<file path="src/rtl/riscv_pkg.sv">
// Shared types and constants for the memory-port arbiter slice.
// Arbiter FSM states, load/store funct3 encodings and the default bus timeout.
package riscv_pkg;

    typedef enum logic [1:0] {
        ST_IDLE  = 2'd0,
        ST_DATA  = 2'd1,
        ST_FETCH = 2'd2,
        ST_RESP  = 2'd3
    } arb_state_t;

    localparam logic [2:0] LS_B  = 3'b000;
    localparam logic [2:0] LS_H  = 3'b001;
    localparam logic [2:0] LS_W  = 3'b010;
    localparam logic [2:0] LS_BU = 3'b100;
    localparam logic [2:0] LS_HU = 3'b101;

    localparam int DEFAULT_TIMEOUT = 255;

endpackage

</file>
<file path="src/rtl/lsu_align.sv">
// Byte-lane alignment: store strobes/replication, misalign detect, load extraction.
// Latency: purely combinational.
// Backpressure: none, this block has no handshake.
module lsu_align
    import riscv_pkg::*;
(
    input  logic [2:0]  req_funct3,
    input  logic [1:0]  req_off,
    input  logic [31:0] req_wdata,
    output logic [3:0]  st_wstrb,
    output logic [31:0] st_wdata,
    output logic        req_err,
    input  logic [2:0]  ld_funct3,
    input  logic [1:0]  ld_off,
    input  logic [31:0] ld_rdata,
    output logic [31:0] ld_result
);

    logic [31:0] ld_shifted;

    assign ld_shifted = ld_rdata >> {ld_off, 3'b000};

    always_comb begin
        st_wstrb = 4'b0000;
        st_wdata = req_wdata;
        req_err  = 1'b0;
        case (req_funct3)
            LS_B, LS_BU: begin
                st_wstrb = 4'b0001 << req_off;
                st_wdata = {4{req_wdata[7:0]}};
            end
            LS_H, LS_HU: begin
                st_wstrb = 4'b0011 << req_off;
                st_wdata = {2{req_wdata[15:0]}};
                req_err  = req_off[0];
            end
            LS_W: begin
                st_wstrb = 4'b1111;
                req_err  = (req_off != 2'b00);
            end
            default: req_err = 1'b1;
        endcase
    end

    always_comb begin
        ld_result = ld_rdata;
        case (ld_funct3)
            LS_B:  ld_result = {{24{ld_shifted[7]}}, ld_shifted[7:0]};
            LS_BU: ld_result = {24'h000000, ld_shifted[7:0]};
            LS_H:  ld_result = {{16{ld_shifted[15]}}, ld_shifted[15:0]};
            LS_HU: ld_result = {16'h0000, ld_shifted[15:0]};
            default: ld_result = ld_rdata;
        endcase
    end

endmodule

</file>
<file path="src/rtl/mem_port_arbiter.sv">
// Shares one memory port between fetch and load/store; data wins, stall holds the pipeline.
// Latency: 3 cycles request-to-done with a 1-cycle ack, 2 for a misaligned/bad access.
// Backpressure: mem_req held until mem_ack or TIMEOUT cycles; requesters held via stall.
module mem_port_arbiter
    import riscv_pkg::*;
#(
    parameter int TIMEOUT = DEFAULT_TIMEOUT
) (
    input  logic        clk,
    input  logic        rst_n,
    input  logic        if_req,
    input  logic [31:0] if_addr,
    input  logic        if_flush,
    output logic [31:0] if_rdata,
    output logic        if_valid,
    input  logic        dm_read_en,
    input  logic        dm_write_en,
    input  logic [2:0]  dm_funct3,
    input  logic [31:0] dm_addr,
    input  logic [31:0] dm_wdata,
    output logic [31:0] dm_rdata,
    output logic        dm_done,
    output logic        dm_err,
    output logic        stall,
    output logic        mem_req,
    output logic        mem_we,
    output logic [31:0] mem_addr,
    output logic [31:0] mem_wdata,
    output logic [3:0]  mem_wstrb,
    input  logic        mem_ack,
    input  logic [31:0] mem_rdata
);

    localparam int CW = $clog2(TIMEOUT + 1);

    arb_state_t  state_q, state_d;
    logic [CW-1:0] cnt_q;
    logic        is_data_q, err_q, flush_q, we_q;
    logic [1:0]  off_q;
    logic [2:0]  funct3_q;
    logic [31:0] addr_q, wdata_q, rdata_q;
    logic [3:0]  wstrb_q;

    logic        dm_req, req_err, timeout_hit;
    logic [3:0]  st_wstrb;
    logic [31:0] st_wdata, ld_result;

    assign dm_req      = dm_read_en | dm_write_en;
    assign timeout_hit = (cnt_q == CW'(TIMEOUT - 1));

    lsu_align u_align (
        .req_funct3 (dm_funct3),
        .req_off    (dm_addr[1:0]),
        .req_wdata  (dm_wdata),
        .st_wstrb   (st_wstrb),
        .st_wdata   (st_wdata),
        .req_err    (req_err),
        .ld_funct3  (funct3_q),
        .ld_off     (off_q),
        .ld_rdata   (rdata_q),
        .ld_result  (ld_result)
    );

    always_comb begin
        state_d = state_q;
        case (state_q)
            ST_IDLE: begin
                if (dm_req)
                    state_d = req_err ? ST_RESP : ST_DATA;
                else if (if_req && !if_flush)
                    state_d = ST_FETCH;
            end
            ST_DATA, ST_FETCH: begin
                if (mem_ack || timeout_hit)
                    state_d = ST_RESP;
            end
            default: state_d = ST_IDLE;
        endcase
    end

    always_ff @(posedge clk) begin
        if (!rst_n) begin
            state_q   <= ST_IDLE;
            cnt_q     <= '0;
            is_data_q <= 1'b0;
            err_q     <= 1'b0;
            flush_q   <= 1'b0;
            we_q      <= 1'b0;
            off_q     <= 2'b00;
            funct3_q  <= 3'b000;
            addr_q    <= '0;
            wdata_q   <= '0;
            wstrb_q   <= 4'b0000;
            rdata_q   <= '0;
        end else begin
            state_q <= state_d;
            case (state_q)
                ST_IDLE: begin
                    if (dm_req) begin
                        is_data_q <= 1'b1;
                        err_q     <= req_err;
                        flush_q   <= 1'b0;
                        we_q      <= dm_write_en;
                        off_q     <= dm_addr[1:0];
                        funct3_q  <= dm_funct3;
                        addr_q    <= dm_addr & 32'hFFFF_FFFC;
                        wdata_q   <= dm_write_en ? st_wdata : 32'h0;
                        wstrb_q   <= dm_write_en ? st_wstrb : 4'b0000;
                        cnt_q     <= '0;
                    end else if (if_req && !if_flush) begin
                        is_data_q <= 1'b0;
                        err_q     <= 1'b0;
                        flush_q   <= 1'b0;
                        we_q      <= 1'b0;
                        addr_q    <= if_addr & 32'hFFFF_FFFC;
                        wdata_q   <= 32'h0;
                        wstrb_q   <= 4'b0000;
                        cnt_q     <= '0;
                    end
                end
                ST_DATA, ST_FETCH: begin
                    // An ack in the final allowed cycle beats the timeout.
                    if (mem_ack)
                        rdata_q <= mem_rdata;
                    else if (timeout_hit)
                        err_q <= 1'b1;
                    else
                        cnt_q <= cnt_q + CW'(1);
                    if (state_q == ST_FETCH && if_flush)
                        flush_q <= 1'b1;
                end
                default: ;
            endcase
        end
    end

    assign mem_req   = (state_q == ST_DATA) || (state_q == ST_FETCH);
    assign mem_we    = mem_req & we_q;
    assign mem_addr  = addr_q;
    assign mem_wdata = wdata_q;
    assign mem_wstrb = wstrb_q;

    assign dm_done  = (state_q == ST_RESP) & is_data_q;
    assign dm_err   = dm_done & err_q;
    assign dm_rdata = dm_done ? ld_result : 32'h0;
    assign if_valid = (state_q == ST_RESP) & ~is_data_q & ~err_q & ~flush_q;
    assign if_rdata = if_valid ? rdata_q : 32'h0;

    assign stall = (dm_req & ~dm_done) | (if_req & ~if_valid & ~if_flush);

endmodule

</file>
<file path="config.mk">
export PLATFORM = sky130hd
export DESIGN_NAME = mem_port_arbiter
export DESIGN_NICKNAME = d
export VERILOG_FILES = /design/src/rtl/riscv_pkg.sv /design/src/rtl/lsu_align.sv /design/src/rtl/mem_port_arbiter.sv
export SDC_FILE = /design/constraint.sdc
export NUM_CORES = 1
export LEC_CHECK = 0
export CAP_MARGIN = 15
export CORE_MARGIN = 5
export CORE_UTILIZATION = 40
export CTS_CLUSTER_DIAMETER = 150
export CTS_CLUSTER_SIZE = 10
export DETAILED_ROUTE_END_ITERATION = 8
export GPL_ROUTABILITY_DRIVEN = 0
export HOLD_SLACK_MARGIN = 0.15
export PLACE_DENSITY = 0.77
export SLEW_MARGIN = 5
export SYNTH_ARGS = -nofsm -noshare
export SYNTH_HDL_FRONTEND = slang
export SYNTH_HIERARCHICAL = 1
export SYNTH_SLANG_ARGS = --single-unit
</file>
<file path="constraint.sdc">
create_clock -name clk -period 2.2 [get_ports clk]
set_clock_uncertainty 0.2 [all_clocks]
set_input_delay 0.22 -clock clk [delete_from_list [all_inputs] [get_ports clk]]
set_output_delay 0.22 -clock clk [all_outputs]
set_load 0.03 [all_outputs]
</file>
==> results of run 1 <==
[kinds of logic after synthesis]
group                      synth area share [%]
DFF                                        37.0
adders and majority gates                  1.18
other                                    0.0592
and+or+nand+nor                            30.5
buffers and inverters                      6.56
muxes                                      6.46
AOI/OAI and AO/OA                          18.3
[metrics by stage]
step / total power [mW] / TNS [ns] / std cells
6_report: 11.3 / -11.30 / 1392
5_1_grt: 11.9 / -14.98 / 1392
4_1_cts: 11.1 / -9.54 / 1381
3_5_place_dp: 7.43 / -5.13 / 1332
3_3_place_gp: 7.37 / -4.33 / 1332
2_1_floorplan: 5.51 / 0 / 859
[worst min path at each step]
stage | to | depth (start not counted) | slack, ns
2_1_floorplan | rdata_q[0] | 2 | 0.16
3_3_place_gp | we_q | 2 | 0.24
3_5_place_dp | mem_wdata[24] | 2 | 0.24
4_1_cts | rdata_q[19] | 3 | 0.15
5_1_grt | rdata_q[10] | 3 | 0.15
6_report | rdata_q[2] | 3 | 0.16
[critical path, stage by stage (launching register included)]
cell and delay [ns]:
dfxtp_2 0.35, mux4_2 0.60, nand3_4 0.17, buf_12 0.14
nand3_1 0.11, and3_1 0.21, clkbuf_4 0.18
[power by group through the flow]
stage | Clock (mW) | Sequential, mW | Combinational (mW)
floorplan | 0 | 3.45 | 2.05
global placement | 0 | 2.96 | 4.42
detailed placement | 0 | 2.97 | 4.46
CTS | 3.23 | 2.94 | 4.88
global route | 3.34 | 2.99 | 5.54
finish | 3.19 | 2.95 | 5.20
[repair_timing]
| item | in CTS | in global routing |
|---|---|---|
| setup endpoints to repair | 69 | 70 |
| gates cloned | 5 | 2 |
| resized for setup | 222 | 79 |
| hold buffers | 1 | 1 |
| pin swaps | 22 | 11 |
| hold endpoints to repair | 1 | 1 |
| buffers inserted | 12 | 10 |
[metal layers]
metal / GRT usage, % / wire length [um] / up-vias / share of wire, %
met5: 0 / 0 / - / 0
met2: 44.3 / 12600 / 415 / 48
met4: 11.5 / 1290 / 0 / 5.0
li1: - / - / 3599 / -
met3: 9.73 / 2730 / 93 / 10
met1: 28.7 / 9460 / 3529 / 36
[cell usage in the layout, fill, tap and decap left out, types with 4 or more instances in the layout]
cell | synthesis | final
a311oi_1 | 30 | 30
nor3_1 | 6 | 6
nand2_1 | 220 | 220
clkdlybuf4s50_1 | 0 | 201
nand3_1 | 63 | 60
a22oi_1 | 5 | 4
mux2i_1 | 15 | 12
o21ai_1 | 5 | 4
o31ai_1 | 8 | 4
buf_6 | 3 | 60
clkbuf_16 | 0 | 19
inv_1 | 10 | 8
dfxtp_4 | 0 | 4
mux2_2 | 21 | 21
o21ai_0 | 22 | 21
a21oi_1 | 81 | 81
buf_12 | 0 | 15
a2bb2oi_1 | 4 | 4
buf_4 | 10 | 79
nor2_1 | 44 | 43
bufinv_16 | 0 | 6
and3_1 | 36 | 26
dfxtp_1 | 117 | 112
and2_4 | 0 | 34
ha_1 | 6 | 4
a211oi_1 | 5 | 4
and3_4 | 0 | 10
[state kept, by name (all words and copies together) (netlist names)]
name and count:
state_q 2, cnt_q 8, err_q 1, off_q 2, mem_wdata 32, is_data_q 1, mem_wstrb 4, flush_q 1
we_q 1, mem_addr 30, rdata_q 32, funct3_q 3
[layout make-up]
cell class                 count  area [um2]  area share (%)
clock inverter                12         223            2.01
tap                          216         270            2.44
sequential                   117        2360            21.3
clock buffer                  20         457            4.13
timing repair buffer         366        3800            34.3
inverter                      10        38.8           0.350
multi-input combinational    651        3930            35.5
==> qor.txt, run 1 <==
final setup vio count -> 64
CP startpoint kind -> flip-flop
Synth top area share -> 37.0%
Std-Cell Rows -> 46
WL/cell -> 18.7 um
Yosys cell types -> 53
die extent in y -> 136 um
Post-synth ARST share -> 0%
number of synthesized flops with an enable pin -> 0
clock sink count -> 117
clock network fraction of total power -> 28.1%
Int Power -> 7.05 mW
final period utilization -> 117%
final WL -> 26100 um
worst r2r dst -> cnt_q[2]
DP Area -> 0.00950 mm2
largest net degree at the start of global routing -> 61
r2r setup slk -> 0.15 ns
Worst EP required -> 1.78 ns
Critical Path Source -> off_q[1]
sequential power share -> 26.0%
critical path capture point type -> output port
Yosys reg bits -> 117
worst setup margin -> -0.384 ns
PortBufs -> 271
Area contributors post-synth -> dfxtp_1 37%, nand2_1 13%, a21oi_1 6.4%
share of cells above drive strength 1 -> 25.2%
Worst-path clk slew -> 0.05 ns
Peak VDD IR -> 0.731 mV
critical path peak fanout -> 8
RSZ-0062 raised after global routing -> yes
initial core utilization -> 40.3%
crit path time final -> 2.58 ns
Via density -> 5.49
Detail Route Antenna Nets -> 0
grt total ovfl -> 0
pre-CTS WS -> -0.333 ns
Ys Warns -> 6
total CTS buffers -> 17
top post-synthesis cells by count -> 220 x nand2_1, 117 x dfxtp_1, 81 x a21oi_1
Net Sw Frac -> 37.8%
Root Buffer -> clkbuf_16
Yosys top cell by area -> dfxtp_1
Final #Nets -> 1307
post-synthesis sequential area ratio -> 37.0%
Post-Syn Instances -> 858
initial drt markers -> 595
diode count -> 0
TritonCTS clock tree -> done
first-pass GRT wire length -> 37900 um
Filler Cell Count -> 1177
power share of the combinational group -> 45.9%
main flop type after synthesis -> dfxtp_1
drt drc -> 0
Net Switching -> 4.29 mW
vias in the first global route -> 7317
io pins -> 276
Final Hold Viols -> 0
final hold slack -> 0.159 ns
Mapped Area -> 0.00634 mm2
final instance area -> 0.0111 mm2
area of the core -> 0.0157 mm2
Via Count -> 7636
critical path class -> flip-flop to output port
critical path arrival -> 2.16 ns
Final Max Slew Viols -> 0
clock insertion delay at the later pin of the skew report -> 0.41 ns
die area -> 0.0185 mm2
failing checks -> negative setup slack
Leak -> 4.53 nW
Initial DRT Pass Iterations -> 6
post-DP HPWL -> 16800 um
pwr dens -> 1020 mW/mm2
H-tree depth -> 4
CTS max path bufs -> 2
initial antenna violation count -> 0
Worst Min Path Start -> mem_rdata[2]
Max Cap Viol -> 0
worst r2r src -> state_q[0]
FF-to-FF path depth -> 7
final core occ -> 70.5%
syn avg cell area -> 7.38 um2
end of the critical path -> dm_rdata[30]
most frequent cell after synthesis -> nand2_1
Horiz. Die Dim -> 136 um
worst hold path class -> primary input to flip-flop
FMAX -> 0.387 GHz
GRT Util Overall -> 25.9%
synthesis-to-finish area growth -> 74.7%
status -> finished, violations left
Note: power is estimated with default switching activity, not from simulation.
==> run 2: changes to the inputs <==
--- a/config.mk
+++ b/config.mk
@@ -6,7 +6,7 @@
 export NUM_CORES = 1
 export LEC_CHECK = 0
 export CAP_MARGIN = 15
-export CORE_MARGIN = 5
+export CORE_MARGIN = 4
 export CORE_UTILIZATION = 40
 export CTS_CLUSTER_DIAMETER = 150
 export CTS_CLUSTER_SIZE = 10
==> run 2 against run 1 <==
  * The run still ends with negative setup slack left
  * Largest power group unchanged
  * Worst hold slack better by 0.0034 ns
  * Critical endpoint is now dm_rdata[12]
  * Combinational power is 4.8% lower
  * Flip-flop and latch count stayed put
  * Power is 6.8% lower
==> qor.txt, run 2 (synthesized netlist as in run 1, its figures left out) <==
status -> finished, violations left (unchanged)
failing checks -> negative setup slack (unchanged)
GRT Util Overall -> 25.2% (was 25.9%)
Horiz. Die Dim -> 134 um (was 136 um)
final setup vio count -> 32 (was 64)
Via Count -> 7297 (was 7636)
critical path arrival -> 2.14 ns (was 2.16 ns)
Initial DRT Pass Iterations -> 5 (was 6)
final WL -> 23800 um (was 26100 um)
Max Cap Viol -> 0 (unchanged)
TritonCTS clock tree -> done (unchanged)
setup TNS -> -7.38 ns (was -11.30 ns)
critical path capture point type -> output port (unchanged)
Peak VDD IR -> 0.725 mV (was 0.731 mV)
Via density -> 5.31 (was 5.49)
post-DP HPWL -> 16700 um (was 16800 um)
drt drc -> 0 (unchanged)
die area -> 0.0179 mm2 (was 0.0185 mm2)
Top Layer Used -> met4 (unchanged)
share of cells above drive strength 1 -> 22.9% (was 25.2%)
initial core utilization -> 41.2% (was 40.3%)
pwr dens -> 998 mW/mm2 (was 1020 mW/mm2)
clock sink count -> 117 (unchanged)
worst hold path class -> primary input to flip-flop (unchanged)
Worst EP required -> 1.78 ns (about the same)
crit path time final -> 2.56 ns (was 2.58 ns)
final std cells w/o fill -> 1373 (was 1392)
critical path peak fanout -> 13 (was 8)
Worst-path clk slew -> 0.05 ns (about the same)
CP startpoint kind -> flip-flop (unchanged)
wl on met1 -> 9390 um (was 9460 um)
Overall Power -> 10.6 mW (was 11.3 mW)
clock insertion delay at the later pin of the skew report -> 0.40 ns (was 0.41 ns)
total CTS buffers -> 17 (unchanged)
PortBufs -> 271 (unchanged)
critical path class -> flip-flop to output port (unchanged)
diode count -> 0 (unchanged)
initial drt markers -> 494 (was 595)
die extent in y -> 134 um (was 136 um)
FMAX -> 0.390 GHz (was 0.387 GHz)
Root Buffer -> clkbuf_16 (unchanged)
Final Max Slew Viols -> 0 (unchanged)
commonest non-fill, non-tap cells in the layout -> 220 x nand2_1, 201 x clkdlybuf4s50_1, 113 x dfxtp_1 (was 220 x nand2_1, 201 x clkdlybuf4s50_1, 112 x dfxtp_1)
grt total ovfl -> 0 (unchanged)
commonest non-fill, non-tap cell in the layout -> nand2_1 (unchanged)
final instance area -> 0.0106 mm2 (was 0.0111 mm2)
Post-Place Cells -> 1327 (was 1332)
final period utilization -> 116% (was 117%)
met3 wire length -> 2130 um (was 2730 um)
area of the core -> 0.0154 mm2 (was 0.0157 mm2)
DP Area -> 0.00953 mm2 (was 0.00950 mm2)
initial antenna violation count -> 0 (unchanged)
WL/cell -> 17.4 um (was 18.7 um)
pre-CTS WS -> -0.314 ns (was -0.333 ns)
Final Hold Viols -> 0 (unchanged)
Detail Route Antenna Nets -> 0 (unchanged)
Std-Cell Rows -> 45 (was 46)
vias in the first global route -> 6924 (was 7317)
CTS max path bufs -> 2 (unchanged)
RSZ-0062 raised after global routing -> yes (unchanged)
r2r setup slk -> 0.10 ns (was 0.15 ns)
largest net degree at the start of global routing -> 61 (unchanged)
synthesis-to-finish area growth -> 67.2% (was 74.7%)
Leak -> 4.36 nW (was 4.53 nW)
first-pass GRT wire length -> 36200 um (was 37900 um)
Final #Nets -> 1294 (was 1307)
WL met2 -> 11600 um (was 12600 um)
H-tree depth -> 4 (unchanged)
io pins -> 276 (unchanged)
worst setup margin -> -0.362 ns (was -0.384 ns)
==> run 2: worst paths after layout <==
check,from,cells past startpoint,to
max,off_q[1],6,dm_rdata[12]
min,mem_rdata[2],3,rdata_q[2]
max reg2reg,state_q[1],7,cnt_q[1]
min reg2reg,we_q,2,we_q
==> run 2: per-layer routing <==
layer / global-route usage [%] / vias to the layer above
li1: - / 3563
met1: 29.3 / 3353
met2: 43.3 / 329
met3: 8.36 / 52
met4: 9.26 / 0
met5: 0 / -
==> run 2: stage by stage <==
stage | util (%) | hold slack [ns]
CTS | 68.2 | 0.152
global placement | 62.0 | 0.239
detailed placement | 62.0 | 0.242
floorplan | - | 0.156
global route | 68.9 | 0.164
finish | 68.9 | 0.163
==> run 2: cell type report <==
cell class                 instances  area [um2]
inverter                          10        38.8
timing repair buffer             353        3520
fill                            1269        4780
clock inverter                     8         100
multi-input combinational        651        3840
sequential                       117        2350
clock buffer                      23         478
tap                              211         264
==> run 2: what timing repair did <==
| action | in CTS | in global routing |
|---|---|---|
| cloned | 3 | 1 |
| hold buffers | 2 | 0 |
| buffers inserted | 13 | 2 |
| pin swaps | 15 | 12 |
| setup endpoints to repair | 69 | 67 |
| hold endpoints to repair | 2 | 0 |
| gates resized for setup | 183 | 47 |
==> run 2: where the power goes <==
group | total, mW | internal (mW) | switching (mW)
clock | 2.70 | 1.75 | 0.954
combinational | 4.95 | 2.13 | 2.83
sequential | 2.92 | 2.60 | 0.318
total | 10.6 | 6.48 | 4.10
==> run 2: critical path, cell delays in order (launching register included) <==
cell and delay [ns]:
dfxtp_2 0.35, buf_6 0.19, mux2_2 0.37, a221oi_2 0.38
o31ai_4 0.13, and3_4 0.18, buf_6 0.13
